--- src/rtl/timer_control.sv ---
// Control FSM for the 20-second game countdown. It paces seconds with an internal
// divider and issues ld_wait/ld_set/ld_one/ld_ten commands to the timer datapath.
module timer_control #(
    parameter int CLKS_PER_SEC = 50_000_000,
    parameter int CW           = $clog2(CLKS_PER_SEC)
) (
    input  logic       clk,
    input  logic       reset,
    input  logic       start,
    input  logic       pause,
    input  logic       changeTen,
    input  logic       done,
    output logic       ld_wait,
    output logic       ld_set,
    output logic       ld_one,
    output logic       ld_ten,
    output logic       sec_tick,
    output logic       running,
    output logic       time_up,
    output logic [2:0] dbg_state
);

    typedef enum logic [2:0] {
        S_WAIT  = 3'd0,
        S_SET   = 3'd1,
        S_COUNT = 3'd2,
        S_ONE   = 3'd3,
        S_CHK1  = 3'd4,
        S_TEN   = 3'd5,
        S_CHK2  = 3'd6,
        S_DONE  = 3'd7
    } state_t;

    localparam logic [CW-1:0] CNT_MAX = CW'(CLKS_PER_SEC - 1);

    state_t        state_q, state_d;
    logic [CW-1:0] cnt_q, cnt_d;
    logic          cnt_run;
    logic          cnt_wrap;
    logic          tick;

    // The divider keeps counting through S_ONE..S_CHK2 so the second period stays exact.
    always_comb begin
        cnt_run = 1'b0;
        case (state_q)
            S_COUNT, S_ONE, S_CHK1, S_TEN, S_CHK2: cnt_run = 1'b1;
            default:                               cnt_run = 1'b0;
        endcase
    end

    assign cnt_wrap = (cnt_q == CNT_MAX);
    assign tick     = cnt_wrap & ~pause;

    always_comb begin
        cnt_d = cnt_q;
        if (!cnt_run) begin
            cnt_d = '0;
        end else if (!pause) begin
            cnt_d = cnt_wrap ? '0 : cnt_q + 1'b1;
        end
    end

    always_ff @(posedge clk or posedge reset) begin
        if (reset) begin
            state_q <= S_WAIT;
            cnt_q   <= '0;
        end else begin
            state_q <= state_d;
            cnt_q   <= cnt_d;
        end
    end

    always_comb begin
        state_d = state_q;
        ld_wait = 1'b0;
        ld_set  = 1'b0;
        ld_one  = 1'b0;
        ld_ten  = 1'b0;
        running = 1'b0;
        time_up = 1'b0;
        case (state_q)
            S_WAIT: begin
                ld_wait = 1'b1;
                if (start) state_d = S_SET;
            end
            S_SET: begin
                ld_set  = 1'b1;
                running = 1'b1;
                state_d = S_COUNT;
            end
            S_COUNT: begin
                running = 1'b1;
                if (tick) state_d = S_ONE;
            end
            S_ONE: begin
                ld_one  = 1'b1;
                running = 1'b1;
                state_d = S_CHK1;
            end
            S_CHK1: begin
                // changeTen was refreshed by the datapath on the S_ONE edge.
                running = 1'b1;
                state_d = changeTen ? S_TEN : S_COUNT;
            end
            S_TEN: begin
                ld_ten  = 1'b1;
                running = 1'b1;
                state_d = S_CHK2;
            end
            S_CHK2: begin
                running = 1'b1;
                state_d = done ? S_DONE : S_COUNT;
            end
            S_DONE: begin
                time_up = 1'b1;
                if (start) state_d = S_SET;
            end
            default: state_d = S_WAIT;
        endcase
    end

    assign sec_tick  = tick & (state_q == S_COUNT);
    assign dbg_state = state_q;

    a_ld_exclusive: assert property (@(posedge clk) disable iff (reset)
        $onehot0({ld_set, ld_one, ld_ten}));
    a_tick_in_count: assert property (@(posedge clk) disable iff (reset)
        tick |-> (state_q == S_COUNT));

endmodule

--- config.mk ---
export PLATFORM = sky130hd
export DESIGN_NAME = timer_control
export DESIGN_NICKNAME = d
export VERILOG_FILES = /design/src/rtl/timer_control.sv
export SDC_FILE = /design/constraint.sdc
export NUM_CORES = 1
export LEC_CHECK = 0
export ABC_AREA = 1
export ABC_CLOCK_PERIOD_IN_PS = 3100
export BUFFER_PORTS_ARGS = -buffer_cell sky130_fd_sc_hd__buf_2
export CORE_UTILIZATION = 30
export CTS_BUF_LIST = sky130_fd_sc_hd__clkbuf_8
export CTS_CLUSTER_DIAMETER = 100
export DETAILED_ROUTE_END_ITERATION = 10
export REMOVE_ABC_BUFFERS = 1
export SKIP_CTS_REPAIR_TIMING = 1
export SYNTH_ARGS = -nofsm -noshare
export SYNTH_HDL_FRONTEND = slang
export SYNTH_SLANG_ARGS = --single-unit
export TNS_END_PERCENT = 1
--- constraint.sdc ---
create_clock -name clk -period 3.1 [get_ports clk]
set_input_delay 0.62 -clock clk [delete_from_list [all_inputs] [get_ports clk]]
set_output_delay 0.62 -clock clk [all_outputs]
set_load 0.005 [all_outputs]
== Word-level counts from Yosys, hierarchy flattened ==
Cells that the tools add are included.

* Register bits: 29
* Input bits: 6
* Output and inout bits: 10
* Word-level logic and storage cells: 37

* Add/sub/neg operators: 1
* Equality and inequality tests: 11
* Multiplexer cells: 15
* Bitwise operators: 3
* Reduce and logical (&&, ||, !) cells: 5

{| class="wikitable"
|+ Operator list
! kind !! count
|-
| $mux W26 || 3
|-
| $add A26 B1 Y26 const B || 1
|-
| $eq A26 B26 Y1 const B || 1
|-
| $pmux W3 S7 || 1
|-
| $eq A3 B3 Y1 const B || 4
|-
| $mux W3 || 4
|-
| $mux W1 || 7
|-
| $eq A3 B2 Y1 const B || 2
|-
| $reduce_or A6 Y1 || 1
|-
| $reduce_or A5 Y1 || 1
|-
| $ne A2 B2 Y1 const B || 2
|-
| $eq A3 B1 Y1 const B || 1
|-
| $logic_not A3 Y1 || 1
|-
| $and A1 B1 Y1 || 2
|-
| $ne A2 B1 Y1 const B || 1
|-
| $reduce_and A2 Y1 || 1
|-
| $reduce_or A2 Y1 || 1
|-
| $not A1 Y1 || 1
|}

== Longest topological paths before layout ==
* Word-level depth: 4
* Mapped depth: 10
* Mapped depth without buffers: 10

== Least setup slack after synthesis ==
No wires, ideal clock.

* Path type: reg2out
* From: register cnt_q[0]
* To: output port sec_tick
* Data arrival time: 1.103 ns
* Data required time: 2.480 ns
* Setup slack: 1.377 ns
* Cell stages (with the launch flop): 8
* Path buffers: 0
* Path through: dfrtp_1 ha_1 nand3_1 nor2_1 inv_1 nor2_1 nand3_1 nor2_1

* Longest elaborated chain between the ends: 3

{| class="wikitable"
|+ RTL lines
! what !! RTL line !! text
|-
| start, declared || 37 || <nowiki>logic [CW-1:0] cnt_q, cnt_d;</nowiki>
|-
| start signal, assigned || 69 || <nowiki>cnt_q <= cnt_d;</nowiki>
|-
| $eq A26 B26 Y1 || 51 || <nowiki>assign cnt_wrap = (cnt_q == CNT_MAX);</nowiki>
|-
| $and A1 B1 Y1 || 52 || <nowiki>assign tick = cnt_wrap & ~pause;</nowiki>
|-
| $and A1 B1 Y1 || 122 || <nowiki>assign sec_tick = tick & (state_q == S_COUNT);</nowiki>
|-
| end, declared || 17 || <nowiki>output logic sec_tick,</nowiki>
|}

Every way passes these cells.

== Worst setup path after layout ==
Same ends and word-level chain as after synthesis.

==> impl_results.md <==
* Sequential-to-total area share from yosys stat at 0.347
* Via density at about 4.7
* Final Hold Viols at 0
* DRC violation total after the first TritonRoute iteration at roughly 70
* Fin area at 0.00234 mm2
* Setup violations, final at 0
* CTS sink count at 29
* Starting Density at 0.309
* Critical register-to-register path startpoint: cnt_q[0]
* CTS Root Cell: clkbuf_8
* Worst-Margin Slew at 404 ps
* Synth Area in XOR/XNOR at 0.0335
* HPWL Detailed at roughly 3800 um
* Number of global-route vias before repair at about 1.9k
* Syn. warnings at 0
* Num CTS Buffers at 5
* Ports at 16
* Worst min-delay path category: input pin to async pin
* Layout area overhead at 12.0%
* Row Count at 30
* Ys async rst share at 1.00
* Mapped Cells at between 300 and 400
* Die X at around 85 um
* Leak at between 1 and 1.5 nW
* Worst Path Required at between 2000 and 2500 ps
* DR WL/cell at 12.2 um
* Layout cell share with drive strength beyond 1 at 0.176
* Largest family of logic cells by synthesized area: simple AND/OR/NAND/NOR gates
* Dominant synthesized flop cell: dfrtp_1
* Initial antenna violation count at 0
* Ranking of synthesized cells by area: dfrtp_1, nand2_1, nor2_1, inv_1, nand3_1
* Remaining antenna violation count after routing at 0
* Max-cap violations at 0
* Clock latency at the later pin of the worst-skew pair at 280 ps
* Tot GR Track Use at 0.153
* Final Skew at 4.75 ps
* CTS clk-pin slew, worst paths at 60 ps
* TritonRoute pass-1 iters at 4
* Area of the multi-input gates at approximately 0.0012 mm2
* Routed WL at 5020 um
* Clk buf depth at 2
* Simple-gate share of the synthesized area at 0.485
* Seq cells post-synth at 29
* Die footprint at 0.00731 mm2
* Power per cell area at between 500 and 600 mW/mm2
* Mux cell area share after synthesis at 0
* First-pass GRT wire length at between 8000 and 9000 um
* Setup TNS at 0 ps
* Fin crit period at approximately 2300 ps
* Startpoint Class: flop
* # diodes at 0
* H-tree depth at 2
* Slew margin rel. at 0.731
* Via count at between 1.5k and 2k
* Residual DRC at 0
* Max-slew violations at 0
* Pin count of the biggest net entering global routing at 30
* Gp weighted congestion at 0.877
* Die Y at roughly 85 um
* Adder-Cell Fraction of Synth Area at 0.0120
* Synth Cell Area at between 0.002 and 0.0025 mm2
* Fin nets at approximately 340
* Placed Area at ~0.0023 mm2
* Worst Setup Path Type: flop to primary output
* Max frequency at between 400 and 500 MHz
* Reg area at around 730 um2
* CP Launch Point: cnt_q[0]
* Total Power at 1.23 mW
* Post-synth EDFFs at 0
* Cell taking the most area after synthesis: dfrtp_1
* Tcrit/Tclk final at 0.740
* Status: complete, no violations
* CORE AREA at between 0.006 and 0.007 mm2
* Mapped Avg Cell Area at between 6 and 7 um2
* Synth top area share at 0.347
* Unrepaired setup endpoints after global routing: false
* Port Buffers at 15
* Maximum VDD drop at between 0.2 and 0.25 mV
* Arr. time, crit path at about 1700 ps
* CTS tree: done
* Compound-cell area share of the yosys netlist at 0.0329
* Crit end category: primary output
* Fillers at ~730
* Critical Path Fanout Max at 5
* Cell variety after synth at 28
* GRT overflow at 0
* Cells on worst reg2reg path at 8
==> through the flow <==
stage,hold slack [ps],utilization,worst slack [ps],cells
final,396,0.347,807,410
after global routing,455,0.347,631,410
after CTS,416,0.347,786,410
after detailed placement,527,0.335,1110,402
after global placement,514,0.335,1170,402
after floorplan,484,-,1380,306
==> cell usage after synthesis (2+ instances only) <==
cell      n
dfrtp_1  29
xor2_1    8
nand3_1  16
nor2_4    6
nand3_4   2
nor2_2    6
a21oi_1   3
nand2_1  90
o21ai_1   2
nor2_1   52
nand2_2   9
o21ai_0   4
nand4_1  11
nand2_4   2
nor3_1   11
inv_2     2
inv_1    39
ha_1      2
nand3_2   4
==> final cells by class <==
| cell class | count | area share |
|---|---|---|
| tap | 80 | 0.0427 |
| multi-input combinational | 233 | 0.503 |
| clock buffer | 5 | 0.0294 |
| inverter | 44 | 0.0753 |
| sequential | 29 | 0.310 |
| timing repair buffer | 16 | 0.0353 |
| clock inverter | 3 | 0.00481 |
==> cells by family after synthesis <==
group | count (synthesis)
xor+xnor | 8
fa+ha+maj | 2
flops | 29
buf+inv | 45
simple gates | 211
compound gates | 12
==> cell usage in the layout, fill, tap and decap left out, types with 2 or more instances in the layout <==
master / synthesis / routed
a21oi_1: 3 / 3
buf_2: 0 / 15
clkbuf_8: 0 / 5
dfrtp_1: 29 / 29
ha_1: 2 / 2
inv_1: 39 / 42
inv_2: 2 / 2
nand2_1: 90 / 90
nand2_2: 9 / 9
nand2_4: 2 / 2
nand3_1: 16 / 16
nand3_2: 4 / 4
nand3_4: 2 / 2
nand4_1: 11 / 11
nor2_1: 52 / 52
nor2_2: 6 / 6
nor2_4: 6 / 6
nor3_1: 11 / 11
o21ai_0: 4 / 4
o21ai_1: 2 / 2
xor2_1: 8 / 8
==> worst paths after layout <==
| kind | to | slack, ps |
|---|---|---|
| hold reg to reg | cnt_q[25] | 540 |
| max in group asynchronous | cnt_q[15] | 2400 |
| setup reg to reg | cnt_q[12] | 1440 |
| hold / removal | dbg_state[0] | 400 |
| setup / recovery | sec_tick | 810 |
| min in group clk | cnt_q[25] | 540 |
==> where the power goes <==
group | switching (mW) | internal (mW) | leakage [nW]
Clock | 0.151 | 0.149 | 0.0519
Sequential | 0.0566 | 0.413 | 0.398
Combinational | 0.321 | 0.140 | 0.653
==> worst max-delay path, stage by stage (launching register included) <==
cell and delay [ps]:
dfrtp_1 410, ha_1 200, nand3_1 80, nor2_1 190, inv_1 80, nor2_1 120
nand3_1 100, nor2_1 100, buf_2 110
==> registers in the layout, summed over array words and instances, names as in the netlist <==
register   cells
cnt_q         26
dbg_state      3
==> routing by layer <==
metal  up-vias  part of all wire  GRT usage
li1       1004                 -          -
met4         0             0.015     0.0515
met2        56              0.43      0.245
met3        11             0.056     0.0321
met5         -                 0          0
met1       847              0.50      0.206
Power figures use the tool's default switching activity.
